## src/rtl/alu_pkg.sv

```systemverilog
// rtl/alu_pkg.sv - opcode, FSM state and response-id definitions for alu_req_arbiter
package alu_pkg;

  typedef enum logic [1:0] {
    OP_ADD    = 2'b00,
    OP_SUB    = 2'b01,
    OP_MULT   = 2'b10,
    OP_RSHIFT = 2'b11
  } alu_op_e;

  typedef enum logic [1:0] {
    ST_IDLE,
    ST_ISSUE,
    ST_WAIT,
    ST_RESP
  } state_e;

  localparam logic RSP_ID_A = 1'b0;
  localparam logic RSP_ID_B = 1'b1;

endpackage

```

## src/rtl/rr_arb2.sv

```systemverilog
// rtl/rr_arb2.sv - two-way round-robin arbiter; ptr names the side favoured on a tie
module rr_arb2
  import alu_pkg::*;
(
  input  logic       clk,
  input  logic       rst,
  input  logic [1:0] req,
  input  logic       advance,
  output logic [1:0] gnt,
  output logic       ptr
);

  always_comb begin
    gnt = req;
    if (req == 2'b11) gnt = (ptr == RSP_ID_B) ? 2'b10 : 2'b01;
  end

  // after a grant the other side becomes favoured
  always_ff @(posedge clk or posedge rst) begin
    if (rst)                          ptr <= RSP_ID_A;
    else if (advance && (gnt != 2'b00)) ptr <= gnt[0];
  end

endmodule

```

## src/rtl/alu_req_arbiter.sv

```systemverilog
// rtl/alu_req_arbiter.sv - shares one ALU between requesters A and B with timeout guard
module alu_req_arbiter
  import alu_pkg::*;
#(
  parameter int WIDTH   = 16,
  parameter int TIMEOUT = 64
) (
  input  logic                 CLK100MHZ,
  input  logic                 SW4,
  input  logic                 a_valid,
  output logic                 a_ready,
  input  logic [1:0]           a_op,
  input  logic [WIDTH-1:0]     a_x,
  input  logic [WIDTH-1:0]     a_y,
  input  logic                 b_valid,
  output logic                 b_ready,
  input  logic [1:0]           b_op,
  input  logic [WIDTH-1:0]     b_x,
  input  logic [WIDTH-1:0]     b_y,
  output logic                 alu_start,
  output logic [1:0]           alu_op,
  output logic [WIDTH-1:0]     alu_x,
  output logic [WIDTH-1:0]     alu_y,
  input  logic                 alu_done,
  input  logic [2*WIDTH-1:0]   alu_result,
  output logic                 rsp_valid,
  input  logic                 rsp_ready,
  output logic                 rsp_id,
  output logic [2*WIDTH-1:0]   rsp_data,
  output logic                 rsp_err,
  output logic                 busy
);

  localparam int TW = $clog2(TIMEOUT);
  localparam logic [TW-1:0] TLAST = TW'(TIMEOUT - 1);

  state_e              state, state_n;
  alu_op_e             op_q;
  logic [WIDTH-1:0]    x_q, y_q;
  logic                id_q;
  logic [TW-1:0]       timer;
  logic [2*WIDTH-1:0]  data_q;
  logic                err_q;
  logic [1:0]          req, gnt;
  logic                ptr, accept, acc_id, timed_out;

  // requests are only visible to the arbiter while idle, so ready is idle-only
  assign req = (state == ST_IDLE) ? {b_valid, a_valid} : 2'b00;

  rr_arb2 u_arb (
    .clk     (CLK100MHZ),
    .rst     (SW4),
    .req     (req),
    .advance (accept),
    .gnt     (gnt),
    .ptr     (ptr)
  );

  assign accept    = |gnt;
  assign acc_id    = (req == 2'b11) ? ptr : req[1];
  assign a_ready   = gnt[0];
  assign b_ready   = gnt[1];
  assign timed_out = (timer == TLAST);

  always_comb begin
    state_n = state;
    case (state)
      ST_IDLE:  if (accept) state_n = ST_ISSUE;
      ST_ISSUE: state_n = ST_WAIT;
      ST_WAIT:  if (alu_done || timed_out) state_n = ST_RESP;
      ST_RESP:  if (rsp_ready) state_n = ST_IDLE;
      default:  state_n = ST_IDLE;
    endcase
  end

  always_ff @(posedge CLK100MHZ or posedge SW4) begin
    if (SW4) begin
      state  <= ST_IDLE;
      op_q   <= OP_ADD;
      x_q    <= '0;
      y_q    <= '0;
      id_q   <= RSP_ID_A;
      timer  <= '0;
      data_q <= '0;
      err_q  <= 1'b0;
    end else begin
      state <= state_n;
      case (state)
        ST_IDLE: if (accept) begin
          op_q <= alu_op_e'(acc_id ? b_op : a_op);
          x_q  <= acc_id ? b_x : a_x;
          y_q  <= acc_id ? b_y : a_y;
          id_q <= acc_id;
        end
        ST_ISSUE: timer <= '0;
        // done beats the timeout when both land in the same cycle
        ST_WAIT: if (alu_done) begin
          data_q <= alu_result;
          err_q  <= 1'b0;
        end else if (timed_out) begin
          data_q <= '0;
          err_q  <= 1'b1;
        end else begin
          timer <= timer + 1'b1;
        end
        default: ;
      endcase
    end
  end

  assign alu_start = (state == ST_ISSUE);
  assign alu_op    = op_q;
  assign alu_x     = x_q;
  assign alu_y     = y_q;
  assign rsp_valid = (state == ST_RESP);
  assign rsp_id    = id_q;
  assign rsp_data  = data_q;
  assign rsp_err   = err_q;
  assign busy      = (state != ST_IDLE);

endmodule

```

## config.mk

```make
export PLATFORM = sky130hd
export DESIGN_NAME = alu_req_arbiter
export DESIGN_NICKNAME = d
export VERILOG_FILES = /design/src/rtl/alu_pkg.sv /design/src/rtl/rr_arb2.sv /design/src/rtl/alu_req_arbiter.sv
export SDC_FILE = /design/constraint.sdc
export NUM_CORES = 1
export LEC_CHECK = 0
export ABC_AREA = 1
export CORE_AREA = 2 2 96 98
export CTS_BUF_LIST = sky130_fd_sc_hd__clkbuf_4 sky130_fd_sc_hd__clkbuf_8
export DETAILED_ROUTE_END_ITERATION = 6
export DIE_AREA = 0 0 98 100
export PLACE_DENSITY_LB_ADDON = 0.15
export SYNTH_ARGS = -nofsm -noshare
export SYNTH_HDL_FRONTEND = slang
export SYNTH_SLANG_ARGS = --single-unit
```

## constraint.sdc

```tcl
create_clock -name CLK100MHZ -period 2.9 [get_ports CLK100MHZ]
set_input_delay 0.58 -clock CLK100MHZ [delete_from_list [all_inputs] [get_ports CLK100MHZ]]
set_output_delay 0.58 -clock CLK100MHZ [all_outputs]
set_load 0.01 [all_outputs]
```

==> flow_summary.toml <==
[outcome]
outcome = "finished clean"

[detailed_routing]
highest_layer = "met4"
remaining_drc_errors = 0
detailed_route_wire_length_on_metal_1_um = 4020
finalWirelength_um = 9920
drt-vias-per-instance = 4.91
ant_nets = 0
met2RoutedLength_um = 4700
met3_length_um = 1060
drt-pass1-iter-count = 5
detailroute.via_count = 3465
wire_per_inst_um = 14.1
drt_iter0_drc = 115

[place]
postPlaceCellArea_um2 = 5400
placement.io_buffers = 178
post_placement_setup_slack_ns = 0.441
gp_congestion = 0.723
detailed_place_hpwl_um = 7170

[synthesis]
yosys.area.top_type = "sky130_fd_sc_hd__dfrtp_1"
ys.warnings.count = 0
synthesized_netlist_net_count = 531
asyncSetResetFlopFracSynth_pct = 100
muxShareOfSynthArea_pct = 0
yosys-top-cells-area = "sky130_fd_sc_hd__dfrtp_1 (55%), sky130_fd_sc_hd__nand2_1 (14%), sky130_fd_sc_hd__nand3_1 (10%), sky130_fd_sc_hd__a31oi_1 (6.0%), sky130_fd_sc_hd__nor2_1 (4.1%)"
synth_area_per_cell_um2 = 8.44
synth_compound_area_share_pct = 7.58
dominant_combinational_cell_family_by_area_after_synthesis = "simple AND/OR/NAND/NOR gates"
synthesis.instances = 419
synthDominantCellAreaShare_pct = 54.5
yosys_register_bits = 77
synth_area_um2 = 3530
post_synth_and_or_nand_nor_area_fraction_pct = 29.8
synthAdderAreaFrac_pct = 2.12
ys_seq_area_share_pct = 54.5
synth-main-ff-cell = "sky130_fd_sc_hd__dfrtp_1"
fraction_of_synthesized_cell_area_in_xor_and_xnor_cells_pct = 0.248
synth.lib_cells_used.distinct = 25
synth_edf_count = 0

[floorplan]
core_area_um2 = 8890
pin_count = 179
num_rows = 35
initial_core_util_pct = 39.8
floorplan.die_area_um2 = 9800
dieHeight_um = 100
fp.dieW_um = 98

[clock_tree]
numCtsBuffers = 9
cts.hold.buffers_added = 0
clock_path_buffers = 2
cts.repair.resized = 0
clk_pin_slew_ns = 0.08
insertion_delay_ns = 0.33
ctsRootBufferMaster = "sky130_fd_sc_hd__clkbuf_8"
htree_levels = 3
cts.repair_timing.setup_buffer_count = 0
numClockSinks = 77
cts_tree = "built"

[timing]
hold-worst-slack_ns = 0.502
slew-limit-headroom_pct = 60.3
grt_setup_unrepaired = "no"
postLayoutSetupSlackWorst_ns = 0.347
final_cycle_utilization_of_the_critical_path_pct = 88.0
fin_tns_setup_ns = 0
finalWorstPathRequiredPeriod_ns = 2.55
finalSetupViolCount = 0
timing_max_transition_violations_final = 0
skew_ns = 0.0128
worst_slew_pin_slew_ns = 0.594
max_freq_mhz = 392
timing_hold_violations_final = 0

[setup_path]
worst_setup_path_endpoint = "a_ready"
critical_path.reg2reg.startpoint = "state[0]$_DFFE_PP0P_"
regToRegSetupSlack_ns = 0.86
critPathCaptureType = "output port"
reg_to_reg_critical_path_endpoint = "rsp_data[30]$_DFFE_PP0P_"
critPathRequiredTime_ns = 2.32
reg2regPathDepth = 7
setup.worst_path.start_class = "register"
crit_type = "register to output port"
crit_fanout = 4
cp_data_arrival_time_ns = 1.97
crit_start = "state[0]$_DFFE_PP0P_"

[layout]
area_growth_pct = 57.8
design.final.nets = 701
final_area_um2 = 5580
antenna-diode-count = 0
layout-drive-gt1-share_pct = 5.56
layout.filler_cells = 799

[power_and_ir_drop]
static-leakage-power_nw = 2.50
total_power_divided_by_cell_area_nw_per_um2 = 943
ir_drop_mv = 0.581
relative_contribution_of_sequential_cells_to_total_power_pct = 35.0
clockPowerShare_pct = 14.1
switching_share_of_total_power_pct = 37.8
net-switching-power_mw = 1.99
cellInternalPower_mw = 3.27
comb_power_share_pct = 50.9

[min_path]
hp-class = "register to register"

[global_route]
first_global_vias = 3343
grt_util_all_layers_pct = 19.6
grt_start_max_net_pins = 37
grt_antenna_before_repair = 0
grt_first_pass_wirelength_um = 15600
grt_overflow_total = 0

[run]
cap_viol_max_count = 0
## how the worst min path moves through the flow
stage / from / to / slack [ns] / depth (start not counted)
finish: rsp_data[28]$_DFFE_PP0P_ / rsp_data[28]$_DFFE_PP0P_ / 0.50 / 2
detailed placement: rsp_data[28]$_DFFE_PP0P_ / rsp_data[28]$_DFFE_PP0P_ / 0.49 / 2
floorplan: timer[5]$_DFFE_PP0P_ / timer[5]$_DFFE_PP0P_ / 0.48 / 2
global placement: rsp_data[27]$_DFFE_PP0P_ / rsp_data[27]$_DFFE_PP0P_ / 0.48 / 2
global route: rsp_data[5]$_DFFE_PP0P_ / rsp_data[5]$_DFFE_PP0P_ / 0.53 / 2
CTS: rsp_data[16]$_DFFE_PP0P_ / rsp_data[16]$_DFFE_PP0P_ / 0.51 / 2
## per-stage QoR
stage,utilization [%],std cells,power [mW]
2_1_floorplan,-,419,3.20
3_3_place_gp,60.7,689,4.48
3_5_place_dp,60.7,689,4.56
4_1_cts,62.7,705,5.32
5_1_grt,62.7,705,5.65
6_report,62.7,705,5.26
## cell families after synthesis
kind of cell,Yosys count
buffers and inverters,44
AOI/OAI and AO/OA,44
xor gates and xnor gates,1
and+or+nand+nor,247
DFF,77
adders and majority gates,6
## cells in the mapped netlist (2+ instances only)
master,instances
sky130_fd_sc_hd__o21ai_0,2
sky130_fd_sc_hd__buf_1,3
sky130_fd_sc_hd__nand2_1,131
sky130_fd_sc_hd__clkbuf_1,5
sky130_fd_sc_hd__buf_2,16
sky130_fd_sc_hd__dfrtp_1,77
sky130_fd_sc_hd__nand3_1,71
sky130_fd_sc_hd__buf_4,3
sky130_fd_sc_hd__nor2_1,39
sky130_fd_sc_hd__a21oi_1,2
sky130_fd_sc_hd__a31oi_1,34
sky130_fd_sc_hd__o21ai_1,4
sky130_fd_sc_hd__ha_1,6
sky130_fd_sc_hd__inv_1,15
## per-layer routing
layer | GRT usage (%) | vias to the layer above
met3 | 8.01 | 12
met1 | 23.7 | 1596
li1 | - | 1716
met2 | 32.0 | 141
met4 | 6.52 | 0
met5 | 0 | -
## cell usage in the layout (no fill, tap or decap)
master                            count
sky130_fd_sc_hd__a21boi_0             1
sky130_fd_sc_hd__a21oi_1              2
sky130_fd_sc_hd__a31oi_1             34
sky130_fd_sc_hd__buf_12               1
sky130_fd_sc_hd__buf_4                8
sky130_fd_sc_hd__clkbuf_4             1
sky130_fd_sc_hd__clkbuf_8            10
sky130_fd_sc_hd__clkdlybuf4s50_1    178
sky130_fd_sc_hd__clkinv_2             2
sky130_fd_sc_hd__clkinv_4             1
sky130_fd_sc_hd__clkinvlp_4           3
sky130_fd_sc_hd__dfrtp_1             77
sky130_fd_sc_hd__ha_1                 6
sky130_fd_sc_hd__inv_1               14
sky130_fd_sc_hd__inv_2                1
sky130_fd_sc_hd__nand2_1            130
sky130_fd_sc_hd__nand2_2              2
sky130_fd_sc_hd__nand3_1             71
sky130_fd_sc_hd__nand3_2              1
sky130_fd_sc_hd__nand3_4              1
sky130_fd_sc_hd__nand3b_1             1
sky130_fd_sc_hd__nor2_1              39
sky130_fd_sc_hd__nor2_4               1
sky130_fd_sc_hd__o21ai_0              2
sky130_fd_sc_hd__o21ai_1              4
sky130_fd_sc_hd__o21bai_1             1
sky130_fd_sc_hd__or2_2                1
sky130_fd_sc_hd__xor2_1               1
## power groups by stage
stage	Sequential (mW)	Combinational [mW]	Clock, mW
after global placement	1.83	2.65	0
after detailed placement	1.86	2.70	0
after floorplan	2.04	1.16	0
after global routing	1.90	2.95	0.807
final	1.84	2.68	0.740
after CTS	1.84	2.71	0.765
## state kept, by name (all words and copies together), names as in the netlist
name	flops
rsp_id	1
rsp_data	32
u_arb.ptr	1
rsp_err	1
state	2
alu_op	2
alu_x	16
alu_y	16
timer	6
## worst max-delay path, stage by stage (launching register included)
cell and delay [ns]:
sky130_fd_sc_hd__dfrtp_1 0.42, sky130_fd_sc_hd__inv_1 0.12, sky130_fd_sc_hd__ha_1 0.25, sky130_fd_sc_hd__nand2_1 0.12
sky130_fd_sc_hd__a21oi_1 0.17, sky130_fd_sc_hd__clkdlybuf4s50_1 0.56
## final cells by class
type                    instances  area, um2  share of cell area (%)
multi-input cells             298       1410                    25.2
inverters                      16       61.3                    1.10
well taps                     111        139                    2.49
flip-flops and latches         77       1930                    34.6
clock inverters                 5       36.3                   0.651
repair buffers                187       1860                    33.4
clock buffers                  11        145                    2.60
(Power assumes the default switching activity.)
